==> config.mk <==
export PLATFORM = sky130hd
export DESIGN_NAME = av_mm_master
export DESIGN_NICKNAME = d
export VERILOG_FILES = /design/src/rtl/av_mm_master.sv
export SDC_FILE = /design/constraint.sdc
export NUM_CORES = 1
export LEC_CHECK = 0
export BUFFER_PORTS_ARGS = -buffer_cell sky130_fd_sc_hd__clkbuf_2
export CAP_MARGIN = 20
export CORE_MARGIN = 2
export CORE_UTILIZATION = 35
export DETAILED_ROUTE_END_ITERATION = 10
export PLACE_DENSITY = 0.72
export SLEW_MARGIN = 20
export SYNTH_ARGS = -nofsm -noshare
export SYNTH_HDL_FRONTEND = slang
export SYNTH_SLANG_ARGS = --single-unit
==> constraint.sdc <==
create_clock -name clk_i -period 1.77 [get_ports clk_i]
set_input_delay 0.177 -clock clk_i [delete_from_list [all_inputs] [get_ports clk_i]]
set_output_delay 0.177 -clock clk_i [all_outputs]
set_load 0.01 [all_outputs]
==> src/rtl/av_mm_master.sv <==
// ---------------------------------------------------------------------------
// av_mm_master
//
// Single-outstanding Avalon-MM master. A command accepted on the
// valid/ready port is turned into one Avalon read or write. The result
// comes back as a one-cycle response strobe. Only one transfer is in flight
// at a time, so the command port is ready only while the FSM is idle.
//
// Ports
//   clk_i, reset_n_i            clock, asynchronous active-low reset
//   cmd_valid_i / cmd_ready_o   command handshake
//   cmd_write_i                 1 = write, 0 = read
//   cmd_address_i               word address (AW bits)
//   cmd_byteenable_i            byte enables (DW/8 bits), passed through as-is
//   cmd_writedata_i             write data (DW bits)
//   rsp_valid_o                 one-cycle response strobe
//   rsp_write_o                 response belongs to a write
//   rsp_error_o                 transfer aborted by timeout
//   rsp_readdata_o              read data (0 for writes and errors)
//   avm_*                       Avalon-MM master interface
//
// Parameters
//   USE_WAITREQ  1 = honour avm_waitrequest, 0 = accept on first cycle
//   USE_RDV      1 = wait for avm_readdatavalid, 0 = fixed RD_LATENCY
//   RD_LATENCY   edges from read acceptance to data capture (>= 1)
//   TIMEOUT      max cycles spent in REQ or WAIT_RD before abort, 0 = off
//
// All outputs are registered. The FSM computes the next value of every
// output combinationally. One register stage then drives the pins.
// ---------------------------------------------------------------------------
module av_mm_master #(
    parameter int DW          = 32,
    parameter int AW          = 16,
    parameter int USE_WAITREQ = 0,
    parameter int USE_RDV     = 0,
    parameter int RD_LATENCY  = 1,
    parameter int TIMEOUT     = 255
) (
    input  logic              clk_i,
    input  logic              reset_n_i,

    input  logic              cmd_valid_i,
    output logic              cmd_ready_o,
    input  logic              cmd_write_i,
    input  logic [AW-1:0]     cmd_address_i,
    input  logic [DW/8-1:0]   cmd_byteenable_i,
    input  logic [DW-1:0]     cmd_writedata_i,

    output logic              rsp_valid_o,
    output logic              rsp_write_o,
    output logic              rsp_error_o,
    output logic [DW-1:0]     rsp_readdata_o,

    output logic [AW-1:0]     avm_address,
    output logic [DW/8-1:0]   avm_byteenable,
    output logic              avm_read,
    output logic              avm_write,
    output logic [DW-1:0]     avm_writedata,
    input  logic              avm_waitrequest,
    input  logic [DW-1:0]     avm_readdata,
    input  logic              avm_readdatavalid
);

    localparam int BW = DW / 8;

    // The timeout counter only needs to reach TIMEOUT. The latency counter
    // only needs to reach RD_LATENCY-1.
    localparam int TO_W  = (TIMEOUT < 2) ? 1 : $clog2(TIMEOUT + 1);
    localparam int LAT_W = (RD_LATENCY < 2) ? 1 : $clog2(RD_LATENCY);

    localparam logic [TO_W-1:0]  TO_LAST  = TO_W'((TIMEOUT > 0) ? TIMEOUT - 1 : 0);
    localparam logic [TO_W-1:0]  TO_MAX   = TO_W'(TIMEOUT);
    localparam logic [LAT_W-1:0] LAT_LAST = LAT_W'((RD_LATENCY > 0) ? RD_LATENCY - 1 : 0);

    typedef enum logic [1:0] {
        IDLE,
        REQ,
        WAIT_RD,
        RSP
    } state_t;

    state_t            state_q, state_d;
    logic              dir_q, dir_d;
    logic [TO_W-1:0]   to_cnt_q, to_cnt_d;
    logic [LAT_W-1:0]  lat_cnt_q, lat_cnt_d;

    logic              cmd_ready_d;
    logic              rsp_valid_d;
    logic              rsp_write_d;
    logic              rsp_error_d;
    logic [DW-1:0]     rsp_readdata_d;
    logic [AW-1:0]     avm_address_d;
    logic [BW-1:0]     avm_byteenable_d;
    logic              avm_read_d;
    logic              avm_write_d;
    logic [DW-1:0]     avm_writedata_d;

    logic              req_accepted;
    logic              to_expire;

    // Without waitrequest support the slave takes every request on its
    // first cycle.
    assign req_accepted = (USE_WAITREQ == 0) || !avm_waitrequest;

    // The counter holds the number of edges already spent in the state.
    // It therefore reaches TIMEOUT on the edge where it still reads TIMEOUT-1.
    assign to_expire = (TIMEOUT != 0) && (to_cnt_q == TO_LAST);

    // State and output register. Reset drops any transfer in flight
    // immediately. Every pin goes to 0, including cmd_ready_o, which rises on
    // the first edge after release.
    always_ff @(posedge clk_i or negedge reset_n_i) begin
        if (!reset_n_i) begin
            state_q        <= IDLE;
            dir_q          <= 1'b0;
            to_cnt_q       <= '0;
            lat_cnt_q      <= '0;
            cmd_ready_o    <= 1'b0;
            rsp_valid_o    <= 1'b0;
            rsp_write_o    <= 1'b0;
            rsp_error_o    <= 1'b0;
            rsp_readdata_o <= '0;
            avm_address    <= '0;
            avm_byteenable <= '0;
            avm_read       <= 1'b0;
            avm_write      <= 1'b0;
            avm_writedata  <= '0;
        end else begin
            state_q        <= state_d;
            dir_q          <= dir_d;
            to_cnt_q       <= to_cnt_d;
            lat_cnt_q      <= lat_cnt_d;
            cmd_ready_o    <= cmd_ready_d;
            rsp_valid_o    <= rsp_valid_d;
            rsp_write_o    <= rsp_write_d;
            rsp_error_o    <= rsp_error_d;
            rsp_readdata_o <= rsp_readdata_d;
            avm_address    <= avm_address_d;
            avm_byteenable <= avm_byteenable_d;
            avm_read       <= avm_read_d;
            avm_write      <= avm_write_d;
            avm_writedata  <= avm_writedata_d;
        end
    end

    // Next-state and next-output logic.
    // The response fields default to 0, so the response is a single-cycle
    // strobe. The Avalon address, byteenable and data hold their latched
    // values between transfers. Only one of avm_read_d and avm_write_d is
    // ever set, so the two strobes cannot assert together.
    always_comb begin
        state_d          = state_q;
        dir_d            = dir_q;
        to_cnt_d         = to_cnt_q;
        lat_cnt_d        = lat_cnt_q;
        cmd_ready_d      = 1'b0;
        rsp_valid_d      = 1'b0;
        rsp_write_d      = 1'b0;
        rsp_error_d      = 1'b0;
        rsp_readdata_d   = '0;
        avm_address_d    = avm_address;
        avm_byteenable_d = avm_byteenable;
        avm_read_d       = 1'b0;
        avm_write_d      = 1'b0;
        avm_writedata_d  = avm_writedata;

        case (state_q)
            IDLE: begin
                cmd_ready_d = 1'b1;
                if (cmd_valid_i && cmd_ready_o) begin
                    cmd_ready_d      = 1'b0;
                    dir_d            = cmd_write_i;
                    avm_address_d    = cmd_address_i;
                    avm_byteenable_d = cmd_byteenable_i;
                    avm_writedata_d  = cmd_writedata_i;
                    avm_read_d       = !cmd_write_i;
                    avm_write_d      = cmd_write_i;
                    to_cnt_d         = '0;
                    state_d          = REQ;
                end
            end

            REQ: begin
                avm_read_d  = avm_read;
                avm_write_d = avm_write;
                if (req_accepted) begin
                    avm_read_d  = 1'b0;
                    avm_write_d = 1'b0;
                    if (dir_q) begin
                        rsp_valid_d = 1'b1;
                        rsp_write_d = 1'b1;
                        state_d     = RSP;
                    end else begin
                        to_cnt_d  = '0;
                        lat_cnt_d = '0;
                        state_d   = WAIT_RD;
                    end
                end else if (to_expire) begin
                    avm_read_d  = 1'b0;
                    avm_write_d = 1'b0;
                    rsp_valid_d = 1'b1;
                    rsp_write_d = dir_q;
                    rsp_error_d = 1'b1;
                    state_d     = RSP;
                end else if (to_cnt_q != TO_MAX) begin
                    to_cnt_d = to_cnt_q + 1'b1;
                end
            end

            WAIT_RD: begin
                if (USE_RDV != 0) begin
                    // Data has priority over a timeout on the same edge.
                    if (avm_readdatavalid) begin
                        rsp_valid_d    = 1'b1;
                        rsp_readdata_d = avm_readdata;
                        state_d        = RSP;
                    end else if (to_expire) begin
                        rsp_valid_d = 1'b1;
                        rsp_error_d = 1'b1;
                        state_d     = RSP;
                    end else if (to_cnt_q != TO_MAX) begin
                        to_cnt_d = to_cnt_q + 1'b1;
                    end
                end else begin
                    // Fixed latency always completes, so no timeout applies.
                    if (lat_cnt_q == LAT_LAST) begin
                        rsp_valid_d    = 1'b1;
                        rsp_readdata_d = avm_readdata;
                        state_d        = RSP;
                    end else begin
                        lat_cnt_d = lat_cnt_q + 1'b1;
                    end
                end
            end

            RSP: begin
                cmd_ready_d = 1'b1;
                state_d     = IDLE;
            end

            default: begin
                state_d = IDLE;
            end
        endcase
    end

endmodule

==> reports/results.tsv <==
metric	value	unit
grt_pass1_vias	2338	
dpl_worst_slack	0.2375	ns
globalRouteOverflowTotal	0	
synth_top_area_share	68.30	%
grt_pass1_wl	10750	µm
post-route-period-util	86.54	%
syn_avg_cell_area	16.28	µm²
cts_sinks	92	
routed_wl	6911	µm
syn-num-nets	302	
io_buffers	176	
leakagePower	2.533	nW
drt_iter0_markers	43	
cts_buffers	9	
grt_max_degree	51	
fin_cells	527	
num_rows	35	
syn_inst	207	
yosys_warnings	0	
grt_use_total	13.42	%
finalHoldWorstSlack	0.03773	ns
r2r_start	state_q[0]$_DFFE_PN0P_	
ys_seq_area_share	68.30	%
fin_setup_tns	0	ns
worst_setup_path_end_kind	flip-flop	
vdd.ir_drop.worst	0.0005644	V
cts_root_buf	clkbuf_8	
routedWlPerCell	13.11	µm
clk_latency	0.35	ns
postCtsResizedCells	0	
io_pins	180	
core	9284	µm²
final_area	4636	µm²
synth_area	3371	µm²
path_class	reg -> reg	
drv_slew	0	
hp-class	in -> reg	
min-delay-start	avm_readdata[9]	
worstPathCellList	inv_1, ha_1, nand3_4, buf_4, mux2_2	
place_inst	509	
fp.dieW	102.1	µm
ys_types	18	
multi_input_area	965.9	µm²
synthFlopType	dfrtp_1	
worstPathRequired	2.00	ns
path_clk_slew	0.09	ns
htree_num_levels	3	
crit_start	state_q[0]$_DFFE_PN0P_	
cp.arrival	1.76	ns
drv_cap	0	
skew	0.009912	ns
ant_nets	0	
diodes	0	
start_kind	flip-flop	
dieArea	10430	µm²
final_nets	488	
cts_buffer_depth	2	
layout_min_cycle_time	1.532	ns
dpl_cell_area	4398	µm²
synthArstFlopShare	100.0	%
synth_seq_cells	92	
drc_errors	0	
setup_violations	0	
hold_viol_final	0	
synth_top_area_cell	dfrtp_1	
fmax	0.6528	GHz
synth_area_leaders	dfrtp_1 (68%), mux2_2 (17%), and2_1 (6.1%)	
via_per_inst	4.245	
crit_path_max_fanout	13	
cts_tree	yes	
grt_antenna_before_repair	0	
slowest_delay	0.38	ns
die_y	102.1	µm
seqCellArea	2302	µm²
fill_cells	820	
gp_congestion	0.6863	
rsz0062_at_grt	no	
status	finished clean	
netlist_top_cells_count	dfrtp_1 (92), mux2_2 (50), and2_1 (33), clkbuf_8 (5), ha_1 (5)	
firstDrtPassIters	5	
cpMaxStageDelayCell	dfrtp_1	
powerDensity	1588	nW/µm²
start_util	36.31	%
power	7.363	mW
synthToLayoutAreaGrowth	37.53	%
layout-drive-gt1-share	63.32	%
vias	2237	
fin_ws	0.2382	ns
final_core_util	49.93	%
synth_edf_count	0	
post_cts_buffers	0	
hpwl	5303	µm
yosysMostFrequentCell	dfrtp_1	
## power breakdown
part / switching [mW] / total [mW] / leakage, nW / internal, mW
sequential: 0.371 / 3.30 / 1.17 / 2.93
combinational: 1.23 / 2.54 / 1.25 / 1.32
clock: 0.687 / 1.52 / 0.107 / 0.834
## worst max-delay path, delay by kind of cell, from the launching register on
| family | cells | cell delay [ns] |
|---|---|---|
| buffers and inverters | 2 | 0.33 |
| flip-flops | 1 | 0.38 |
| AND/OR/NAND/NOR | 1 | 0.11 |
| adder cells (fa/ha/maj) | 1 | 0.24 |
| multiplexers | 1 | 0.36 |
## repair_timing
action	CTS	global route
hold buffers	2	0
endpoints found under the hold margin	26	0
endpoints found under the setup margin	0	0
## state kept, by name (all words and copies together), names as in the netlist
register and cells:
avm_writedata 32, rsp_readdata_o 32, avm_address 16, avm_byteenable 4, state_q 2, avm_read 1, avm_write 1, cmd_ready_o 1
dir_q 1, rsp_valid_o 1, rsp_write_o 1
## area by class of cell
class,count,area share [%]
clock buffers,12,3.131
multi-input cells,102,20.84
clock inverters,4,1.565
repair buffers,184,21.00
inverters,4,0.3239
flip-flops and latches,92,49.66
well taps,129,3.482
## cell families (layout without fill, tap and decap cells)
family          after synthesis  count (layout)  share of synthesized area [%]
flops                        92              92                          68.30
mux                          55              55                          18.78
simple gates                 37              37                          7.016
buf+inv                      13             204                          3.044
fa+ha+maj                     5               5                          1.856
compound gates                4               4                         0.8909
other cells                   1               1                         0.1113
## final timing paths
kind	cells past startpoint	slack (ns)	to
worst max-delay path	5	0.24	avm_address[14]$_DFFE_PN0P_
worst min-delay path	2	0.04	rsp_readdata_o[9]$_DFF_PN0_
worst max register to register	5	0.24	avm_address[14]$_DFFE_PN0P_
worst min register to register	1	0.51	avm_writedata[3]$_DFFE_PN0P_
max in group asynchronous	3	0.90	rsp_readdata_o[30]$_DFF_PN0_
min in group asynchronous	2	0.28	avm_writedata[17]$_DFFE_PN0P_
## per-layer routing
layer,up-vias,wire length [µm],global-route usage [%]
li1,1047,-,-
met1,1074,2639,14.85
met3,13,609,5.335
met4,0,123,6.256
met5,-,0,0
met2,103,3538,22.72
## layout by cell type (no fill, tap or decap)
cell,count
a211oi_1,1
a21bo_2,1
a21oi_1,1
and2_1,33
buf_12,2
buf_4,5
bufinv_16,2
clkbuf_1,2
clkbuf_2,175
clkbuf_8,10
clkinv_2,1
clkinvlp_4,1
conb_1,1
dfrtp_1,92
dlygate4sd3_1,2
ha_1,5
inv_1,4
mux2_2,50
mux2_4,4
mux2i_1,1
nand3_1,1
nand3_4,1
nor2_1,2
o21a_1,1
Power figures use the tool's default switching activity.
